File: config.mk
export PLATFORM = sky130hd
export DESIGN_NAME = calc_core_param
export DESIGN_NICKNAME = d
export VERILOG_FILES = /design/src/rtl/calc_core_param.sv
export SDC_FILE = /design/constraint.sdc
export NUM_CORES = 1
export LEC_CHECK = 0
export CORE_ASPECT_RATIO = 1.25
export CORE_UTILIZATION = 30
export DETAILED_ROUTE_END_ITERATION = 8
export PLACE_DENSITY = 0.41
export SYNTH_ARGS = -nofsm -noshare
export SYNTH_HDL_FRONTEND = slang
export SYNTH_SLANG_ARGS = --single-unit
File: constraint.sdc
create_clock -name clk -period 3.4 [get_ports clk]
set_clock_uncertainty 0.2 [all_clocks]
set_input_delay 0.51 -clock clk [delete_from_list [all_inputs] [get_ports clk]]
set_output_delay 0.51 -clock clk [all_outputs]
set_load 0.05 [all_outputs]
File: src/rtl/calc_core_param.sv
// Accumulator calculator with flag generation, a bounded undo history and a
// multi-cycle unsigned shift-add multiplier.
module calc_core_param #(
   parameter int WIDTH = 8,
   parameter int DEPTH = 4
) (
   input  logic                           clk,
   input  logic                           rst,
   input  logic                           op_valid,
   output logic                           op_ready,
   input  logic [3:0]                     opcode,
   input  logic [WIDTH-1:0]               operand,
   output logic [WIDTH-1:0]               acc,
   output logic [3:0]                     flags,
   output logic                           done,
   output logic                           err,
   output logic [$clog2(DEPTH+1)-1:0]     hist_count
);

   localparam int CW = $clog2(DEPTH + 1);
   localparam int IW = (DEPTH > 1) ? $clog2(DEPTH) : 1;
   localparam int NW = $clog2(WIDTH);
   localparam logic [CW-1:0] FULL = CW'(DEPTH);
   localparam logic [NW-1:0] LAST = NW'(WIDTH - 1);

   typedef enum logic {ST_IDLE, ST_MUL} state_t;
   typedef enum logic [3:0] {
      OP_ADD = 4'h0, OP_SUB = 4'h1, OP_OR  = 4'h2, OP_AND = 4'h3,
      OP_XOR = 4'h4, OP_SHL = 4'h5, OP_LSR = 4'h6, OP_ASR = 4'h7,
      OP_NEG = 4'h8, OP_NOT = 4'h9, OP_REV = 4'hA, OP_MUL = 4'hB,
      OP_UNDO = 4'hC, OP_GTU = 4'hD, OP_LTU = 4'hE, OP_EQ = 4'hF
   } op_t;

   state_t             state;
   logic [WIDTH+3:0]   hist [DEPTH];
   logic [WIDTH+3:0]   top_entry;
   logic [WIDTH-1:0]   mcand, prod_hi, prod_lo;
   logic [NW-1:0]      step;
   logic               accept, push;
   logic [WIDTH:0]     sum, diff, add_step;
   logic [WIDTH-1:0]   hi_next, lo_next;
   logic [WIDTH-1:0]   res;
   logic               c_res, v_res;

   assign op_ready  = (state == ST_IDLE);
   assign accept    = op_valid && op_ready;
   assign push      = accept && (opcode != OP_UNDO);
   assign top_entry = hist[IW'(hist_count - 1'b1)];

   assign sum  = {1'b0, acc} + {1'b0, operand};
   assign diff = {1'b0, acc} - {1'b0, operand};

   // One multiplier step: conditionally add the multiplicand to the upper half,
   // then shift the whole {carry, hi, lo} product right by one.
   assign add_step = prod_lo[0] ? ({1'b0, prod_hi} + {1'b0, mcand}) : {1'b0, prod_hi};
   assign hi_next  = add_step[WIDTH:1];
   assign lo_next  = {add_step[0], prod_lo[WIDTH-1:1]};

   // NOTE: every always_comb output gets a default first so no path can infer a latch.
   always_comb begin
      res   = acc;
      c_res = 1'b0;
      v_res = 1'b0;
      case (opcode)
         OP_ADD: begin
            res   = sum[WIDTH-1:0];
            c_res = sum[WIDTH];
            v_res = (acc[WIDTH-1] == operand[WIDTH-1]) && (res[WIDTH-1] != acc[WIDTH-1]);
         end
         OP_SUB: begin
            res   = diff[WIDTH-1:0];
            c_res = diff[WIDTH];
            v_res = (acc[WIDTH-1] != operand[WIDTH-1]) && (res[WIDTH-1] != acc[WIDTH-1]);
         end
         OP_OR:  res = acc | operand;
         OP_AND: res = acc & operand;
         OP_XOR: res = acc ^ operand;
         OP_SHL: begin res = {acc[WIDTH-2:0], 1'b0};         c_res = acc[WIDTH-1]; end
         OP_LSR: begin res = {1'b0, acc[WIDTH-1:1]};         c_res = acc[0];       end
         OP_ASR: begin res = {acc[WIDTH-1], acc[WIDTH-1:1]}; c_res = acc[0];       end
         OP_NEG: begin
            res   = -acc;
            v_res = (acc == {1'b1, {(WIDTH-1){1'b0}}});
         end
         OP_NOT: res = ~acc;
         OP_REV: for (int i = 0; i < WIDTH; i++) res[i] = acc[WIDTH-1-i];
         OP_GTU: res = {{(WIDTH-1){1'b0}}, acc > operand};
         OP_LTU: res = {{(WIDTH-1){1'b0}}, acc < operand};
         OP_EQ:  res = {{(WIDTH-1){1'b0}}, acc == operand};
         default: res = acc;
      endcase
   end

   // NOTE: history storage has no reset; hist_count alone defines which entries are valid.
   always_ff @(posedge clk) begin
      if (push) begin
         if (hist_count == FULL) begin
            for (int i = 0; i < DEPTH - 1; i++) hist[i] <= hist[i+1];
            hist[DEPTH-1] <= {acc, flags};
         end else begin
            hist[IW'(hist_count)] <= {acc, flags};
         end
      end
   end

   // NOTE: sequential state uses non-blocking assignments so every register samples pre-edge values.
   always_ff @(posedge clk or posedge rst) begin
      if (rst) begin
         state      <= ST_IDLE;
         acc        <= '0;
         flags      <= '0;
         done       <= 1'b0;
         err        <= 1'b0;
         hist_count <= '0;
         mcand      <= '0;
         prod_hi    <= '0;
         prod_lo    <= '0;
         step       <= '0;
      end else begin
         done <= 1'b0;
         err  <= 1'b0;
         case (state)
            ST_IDLE: begin
               if (accept) begin
                  if (opcode == OP_MUL) begin
                     state   <= ST_MUL;
                     mcand   <= acc;
                     prod_hi <= '0;
                     prod_lo <= operand;
                     step    <= '0;
                  end else if (opcode == OP_UNDO) begin
                     done <= 1'b1;
                     if (hist_count != '0) begin
                        {acc, flags} <= top_entry;
                        hist_count   <= hist_count - 1'b1;
                     end else begin
                        err <= 1'b1;
                     end
                  end else begin
                     acc   <= res;
                     flags <= {c_res, v_res, res[WIDTH-1], res == '0};
                     done  <= 1'b1;
                  end
                  if (push && hist_count != FULL) hist_count <= hist_count + 1'b1;
               end
            end
            ST_MUL: begin
               prod_hi <= hi_next;
               prod_lo <= lo_next;
               step    <= step + 1'b1;
               if (step == LAST) begin
                  acc   <= lo_next;
                  flags <= {1'b0, hi_next != '0, lo_next[WIDTH-1], lo_next == '0};
                  done  <= 1'b1;
                  state <= ST_IDLE;
               end
            end
            default: state <= ST_IDLE;
         endcase
      end
   end

endmodule
* Word level (Yosys, flattened, before mapping)
Memory sizes are Yosys's and may differ from the RTL's. Cells that the tools add are included.
Storage, ports and cells: register bits after elaboration 45, RAM bits 48, input port bits 15, logic and storage cells 125, memories 1
Memories:
- hist | words 4, bits a word 12, rd ports 4, clocked after Yosys merged registers in 0, wr ports 4, RTL line 35 | logic [WIDTH+3:0] hist [DEPTH];
Operators by class: add/sub/neg operators 7, order comparisons 2, eq/ne operators 31, mux-type cells 51, bitwise operators 5, reduce and logical (&&, ||, !) cells 18
Operators by type and width (number):
- case mux 8 bit (14 select lines) | 1
- 2-to-1 mux 8 bit | 9
- case mux 8 bit (2 select lines) | 3
- == test 4 bit (second input constant) | 8
- 2-to-1 mux 4 bit | 5
- adder 8 x 8 -> 9 bit | 2
- 2-to-1 mux 1 bit | 18
- 2-to-1 mux 3 bit | 6
- == test 4 x 3 -> 1 bit (second input constant) | 4
- zero test 8 bit | 2
- 2-to-1 mux 12 bit | 1
- OR reduction 12 bit | 1
- 2-to-1 mux 9 bit | 1
- subtractor 8 x 8 -> 9 bit | 1
- AND 8 bit | 1
- == test 4 x 2 -> 1 bit (second input constant) | 2
- == test 8 bit | 1
- == test 8 bit (second input constant) | 1
- > comparator 8 bit | 1
- less-than comparator 8 bit | 1
- != test 2 x 1 -> 1 bit (second input constant) | 4
- negation 8 bit | 1
- inverter 8 bit | 1
- OR 8 bit | 1
- 28 further kinds | 38

* Logic depth before layout (Yosys ltp)
depth in word-level cells 8, depth in mapped cells 12, depth with buffers taken out 11

* Worst setup path before layout
No wires, ideal clock.
path kind flip-flop to flip-flop, start reg acc[0], end reg flags[0], arrival time 3.034 ns, required time 3.134 ns, slack 0.100 ns, stages on the path, launching flop included 13, path through dfrtp_1 clkbuf_1 inv_1 ha_1 inv_1 fa_1 nor2b_1 o311a_1 mux2_2 a2111oi_2 o211ai_1 o21ai_0 a41o_1
On the way: word-level cells in the longest chain between the ends 7
RTL lines:
- start, declared | RTL line 13 | output logic [WIDTH-1:0] acc,
- start signal, assigned | RTL line 134 | {acc, flags} <= top_entry;
- start signal, assigned | RTL line 140 | acc <= res;
- start signal, assigned | RTL line 152 | acc <= lo_next;
- negation 8 bit, or another cell as far along | RTL line 82 | res = -acc;
- case mux 8 bit (14 select lines) * | RTL line 64 | case (opcode)
- zero test 8 bit * | RTL line 141 | flags <= {c_res, v_res, res[WIDTH-1], res == '0};
- 2-to-1 mux 4 bit * | RTL line 131 | end else if (opcode == OP_UNDO) begin
- 2-to-1 mux 4 bit * | RTL line 125 | if (opcode == OP_MUL) begin
- 2-to-1 mux 4 bit * | RTL line 124 | if (accept) begin
- case mux 4 bit (2 select lines) * | RTL line 122 | case (state)
- end signal, assigned | RTL line 134
- end signal, assigned | RTL line 141
- end signal, assigned | RTL line 153 | flags <= {1'b0, hi_next != '0, lo_next[WIDTH-1], lo_next == '0};
- end, declared | RTL line 14 | output logic [3:0] flags,
Every way passes the cells marked *; elsewhere a longest branch is shown, timed or not. The select of a mux whose other input is x is not followed. A chain may end at the register's enable or synchronous reset.

* Final worst setup path
start in operand[4], end reg acc[0]
On the way: word-level cells in the longest chain between the ends 6
RTL lines:
- start, declared | RTL line 12 | input logic [WIDTH-1:0] operand,
- less-than comparator 8 bit, or another cell as far along | RTL line 88 | OP_LTU: res = {{(WIDTH-1){1'b0}}, acc < operand};
- case mux 8 bit (14 select lines) * | RTL line 64
- 2-to-1 mux 8 bit * | RTL line 131
- 2-to-1 mux 8 bit * | RTL line 125
- 2-to-1 mux 8 bit * | RTL line 124
- case mux 8 bit (2 select lines) * | RTL line 122
Marked as above.

==> summary.txt <==
Run status
  – Outcome: finished, final reports clean

STA
  – Maximum operating frequency: between 300 and 400 MHz
  – Final-layout worst hold slack: approximately 0.3 ns
  – Unrepaired setup endpoints after global routing: false
  – Final max-slew violation count: 0
  – Count of endpoints failing hold in the final timing report: 0
  – Transition at the pin with the smallest max-transition slack: 0.9864 ns
  – Rel. slew slack: about a third
  – Period Utilization, post-route: ~96%
  – Setup violators final: 0
  – Final critical path time including I/O delays and setup: ~3.2 ns
  – Sum of negative setup slack: 0 ns

Cells and area
  – Fillcell total: about 2.2k
  – Area growth syn-to-layout: 21.35%
  – Multi-input gate area: 0.003855 sq mm
  – Final cell utilization of the core: between 30 and 40%
  – Diodes inserted: 0
  – Sequential cell area: between 0.002 and 0.003 sq mm
  – Post-route non-filler standard cell count: about 1.1k
  – Share of final-layout standard cells stronger than drive strength 1: 21.41%
  – Final-stage net count: ~830

Clock network
  – TritonCTS buffer count: 9
  – Maximum root-to-sink buffer count: 2
  – Clock latency at the later pin of the worst-skew pair: ~0.35 ns
  – Buffer count from post-CTS setup fixing: 0
  – CTS root buffer: clkbuf_16
  – Clk sinks: slightly above 90
  – Deepest level of the CTS H-tree: 3
  – Clock tree from TritonCTS: built
  – Clock Pin Slew Worst Setup and Hold Paths: around 0.070 ns
  – Quantity of gates resized following cts: 0
  – Number of buffers added to fix hold violations after cts: 0

Synthesis
  – Share of synthesized area spent on multiplexers: between 10% and 20%
  – Leading register cell type out of synthesis: edfxtp_1
  – Post-synthesis average cell area: 9.769 sq um
  – Area share of xor/xnor cells in the synthesized design: approximately 2.4%
  – Total of warnings raised by yosys: 0
  – Largest family of logic cells by synthesized area: compound AO/OA/AOI/OAI gates
  – Post-synth ARST share: ~48%
  – Proportion of synthesized chip area in sequential cells: between 30 and 40%
  – Post-synthesis register bit count: just over 90
  – Post-synthesis share of cell area spent on and, or, nand and nor gates: 15.72%
  – Gate Count Post-Synth: 696
  – Fraction of the mapped netlist area in adder cells: ~8%
  – Post-synth cell types: 88
  – Post-synth EDFFs: 48
  – Synthesized netlist net count: roughly 750
  – Synthesized cell area: just under 0.007 sq mm
  – Complex-gate fraction of the synthesized area: 20.15%

Setup path
  – Cell-by-cell trace of the critical path: clkdlybuf4s50_1 -> inv_1 -> ha_1 -> or3_1 -> o311ai_2 -> mux2i_1 -> o22ai_1 -> a21oi_1 -> o22ai_1
  – Crit path buffers/inverters: 2
  – Type of element launching the critical path: input port
  – Cell with the largest stage delay on the worst path: clkdlybuf4s50_1
  – Worst setup path category: in -> reg
  – Critical Path Most Common Cell: o22ai_1
  – Critical path arrival: 3.27 ns
  – Top Family by Delay on Critical Path: compound AO/OA/AOI/OAI gates
  – Type of destination of the critical path: flop
  – Required time of the worst setup path: 3.42 ns
  – Biggest cell delay along the critical path: 0.52 ns
  – Maximum net fanout on the critical path: 5

Route
  – Detailed-route wire length per cell: roughly 23 um
  – Number of remaining DRC errors: 0
  – Total number of vias: just under 6k
  – Initial DRC count: between 400 and 500
  – Average via count per standard cell: around 5.6
  – Final antenna-violating net count: 0
  – Final wirelength: roughly 24,000 um
  – TritonRoute pass-1 iters: 4

Die
  – Initial cell density of the core: between 30% and 40%
  – Boundary pin count: 33
  – X dimension of the die: between 100 and 150 um
  – DIE HEIGHT: around 170 um
  – Placement row count: 61
  – Die area: 0.02327 sq mm
  – Placeable Area: approximately 0.022 sq mm

Global route
  – Via count of the first global-routing pass: slightly above 6k
  – Most Used Layer, Global Route: met2
  – Overall Global Routing Usage: 21.90%
  – Initial antenna violation count: 0
  – Global-route wire length before repair: between 30,000 and 40,000 um
  – Met1 Track Usage GR: approximately 28%
  – Met2 Use GR: a little under two fifths
  – GR met3 Demand/Resource: 3.128%
  – Largest net degree at the start of global routing: between 40 and 50
  – Sum of overflow across all layers after global routing: 0

Hold path
  – Worst hold path class: reg -> reg

Placement
  – Gpl congestion: roughly 0.95
  – Port-buffer cells: 32
  – Number of placed cells counting well taps: between 1k and 1.5k
  – HPWL reported at the end of detailed placement: 18,630 um

Run
  – Maximum capacitance violations: 0

Power
  – Leakage component of the power: roughly 3.3 nW
  – Worst vdd ir: 0.3880 mV
  – Power Density: between 900 and 1000 mW/mm^2
  – Overall power after layout: between 7 and 8 mW
==> registers in the layout (all words and copies together), names as in the netlist <==
register	count
hist	48
acc	8
mcand	8
prod_hi	8
prod_lo	8
flags	4
hist_count	3
step	3
done	1
err	1
state	1
==> worst reg2reg max path, cell delays in order, from the launching register on <==
cell and delay (ns):
dfrtp_1 0.41, inv_1 0.10, ha_1 0.18, inv_1 0.06
fa_1 0.51, a222oi_1 0.49, buf_4 0.19, o2111ai_1 0.22
nor3_1 0.26, o2111a_1 0.20, a41o_1 0.16
==> path summary, 6_finish.rpt <==
path | start | end | slack, ns | depth (start not counted)
setup / recovery | operand[4] | acc[0]$_DFFE_PP0P_ | 0.15 | 9
hold / removal | step[0]$_DFFE_PP0P_ | step[0]$_DFFE_PP0P_ | 0.30 | 1
setup reg to reg | acc[0]$_DFFE_PP0P_ | flags[0]$_DFFE_PP0P_ | 0.37 | 10
hold reg to reg | step[0]$_DFFE_PP0P_ | step[0]$_DFFE_PP0P_ | 0.30 | 1
max in group asynchronous | rst | acc[3]$_DFFE_PP0P_ | 1.86 | 2
min in group asynchronous | rst | step[1]$_DFFE_PP0P_ | 0.51 | 2
==> layout by cell type (no fill, tap or decap), drive strengths merged, types with 11 or more instances in the layout <==
cell | synthesis | final
buf | 22 | 86
nand2 | 77 | 77
o21ai | 51 | 51
edfxtp | 48 | 48
dfrtp | 45 | 45
nor2 | 43 | 43
a21oi | 40 | 40
ha | 38 | 38
mux2 | 33 | 33
clkdlybuf4s50 | 0 | 31
inv | 27 | 28
xnor2 | 16 | 16
nand2b | 16 | 16
nor3 | 14 | 14
nand3 | 13 | 13
nor2b | 13 | 13
mux4 | 12 | 12
a31oi | 11 | 11
==> final cells by class <==
cell class / instances / share of cell area (%)
multi-input combinational: 523 / 46.72
sequential: 93 / 31.12
timing repair buffer: 117 / 12.34
tap: 283 / 4.292
clock buffer: 10 / 2.775
inverter: 31 / 1.410
clock inverter: 6 / 1.335
==> synthesized netlist by cell type (all sizes together) (5+ instances only) <==
cell type / n / share of area, %
ha: 38 / 7.0
a211oi: 7 / 0.85
o32ai: 5 / 0.75
nand2b: 16 / 1.5
nand2: 77 / 4.3
inv: 27 / 1.5
o22ai: 10 / 0.92
edfxtp: 48 / 21
nor2b: 13 / 1.2
mux2: 33 / 5.5
nor2: 43 / 2.4
o21bai: 5 / 0.55
o21a: 5 / 0.55
a31oi: 11 / 1.0
a22o: 7 / 0.90
a21oi: 40 / 3.0
o21ai: 51 / 3.8
xnor2: 16 / 2.1
mux4: 12 / 4.0
and3: 5 / 0.46
o211ai: 6 / 0.66
nand3: 13 / 0.96
mux2i: 6 / 0.88
clkbuf: 27 / 1.5
dfrtp: 45 / 17
buf: 22 / 2.5
nor3: 14 / 1.1
==> power by group <==
| part | total (mW) | internal, mW | leakage, nW | switching [mW] |
|---|---|---|---|---|
| logic | 4.62 | 1.88 | 2.18 | 2.74 |
| registers | 1.98 | 1.66 | 0.991 | 0.315 |
| clock network | 1.17 | 0.720 | 0.161 | 0.447 |
==> layer usage <==
metal / share of wire [%] / up-vias / routed length, um
li1: - / 2736 / -
met1: 45 / 2955 / 10850
met2: 49 / 182 / 11850
met3: 4.1 / 35 / 994
met4: 2.5 / 0 / 616
met5: 0 / - / 0
==> logic make-up (layout without fill, tap and decap cells) <==
group,count (synthesis),in the layout
AND/OR/NAND/NOR,212,212
flip-flops,93,93
XOR/XNOR,19,19
buffers and inverters,80,164
AO/OA/AOI/OAI,200,200
multiplexers,51,51
adder cells (fa/ha/maj),41,41
==> stage by stage <==
stage	setup slack, ns	area [sq um]
after CTS	0.1622	8238
after detailed placement	-0.1904	7899
final	0.1516	8250
after floorplan	0.1001	6799
after global placement	-0.2194	7899
after global routing	0.03056	8250
Power figures use the tool's default switching activity.
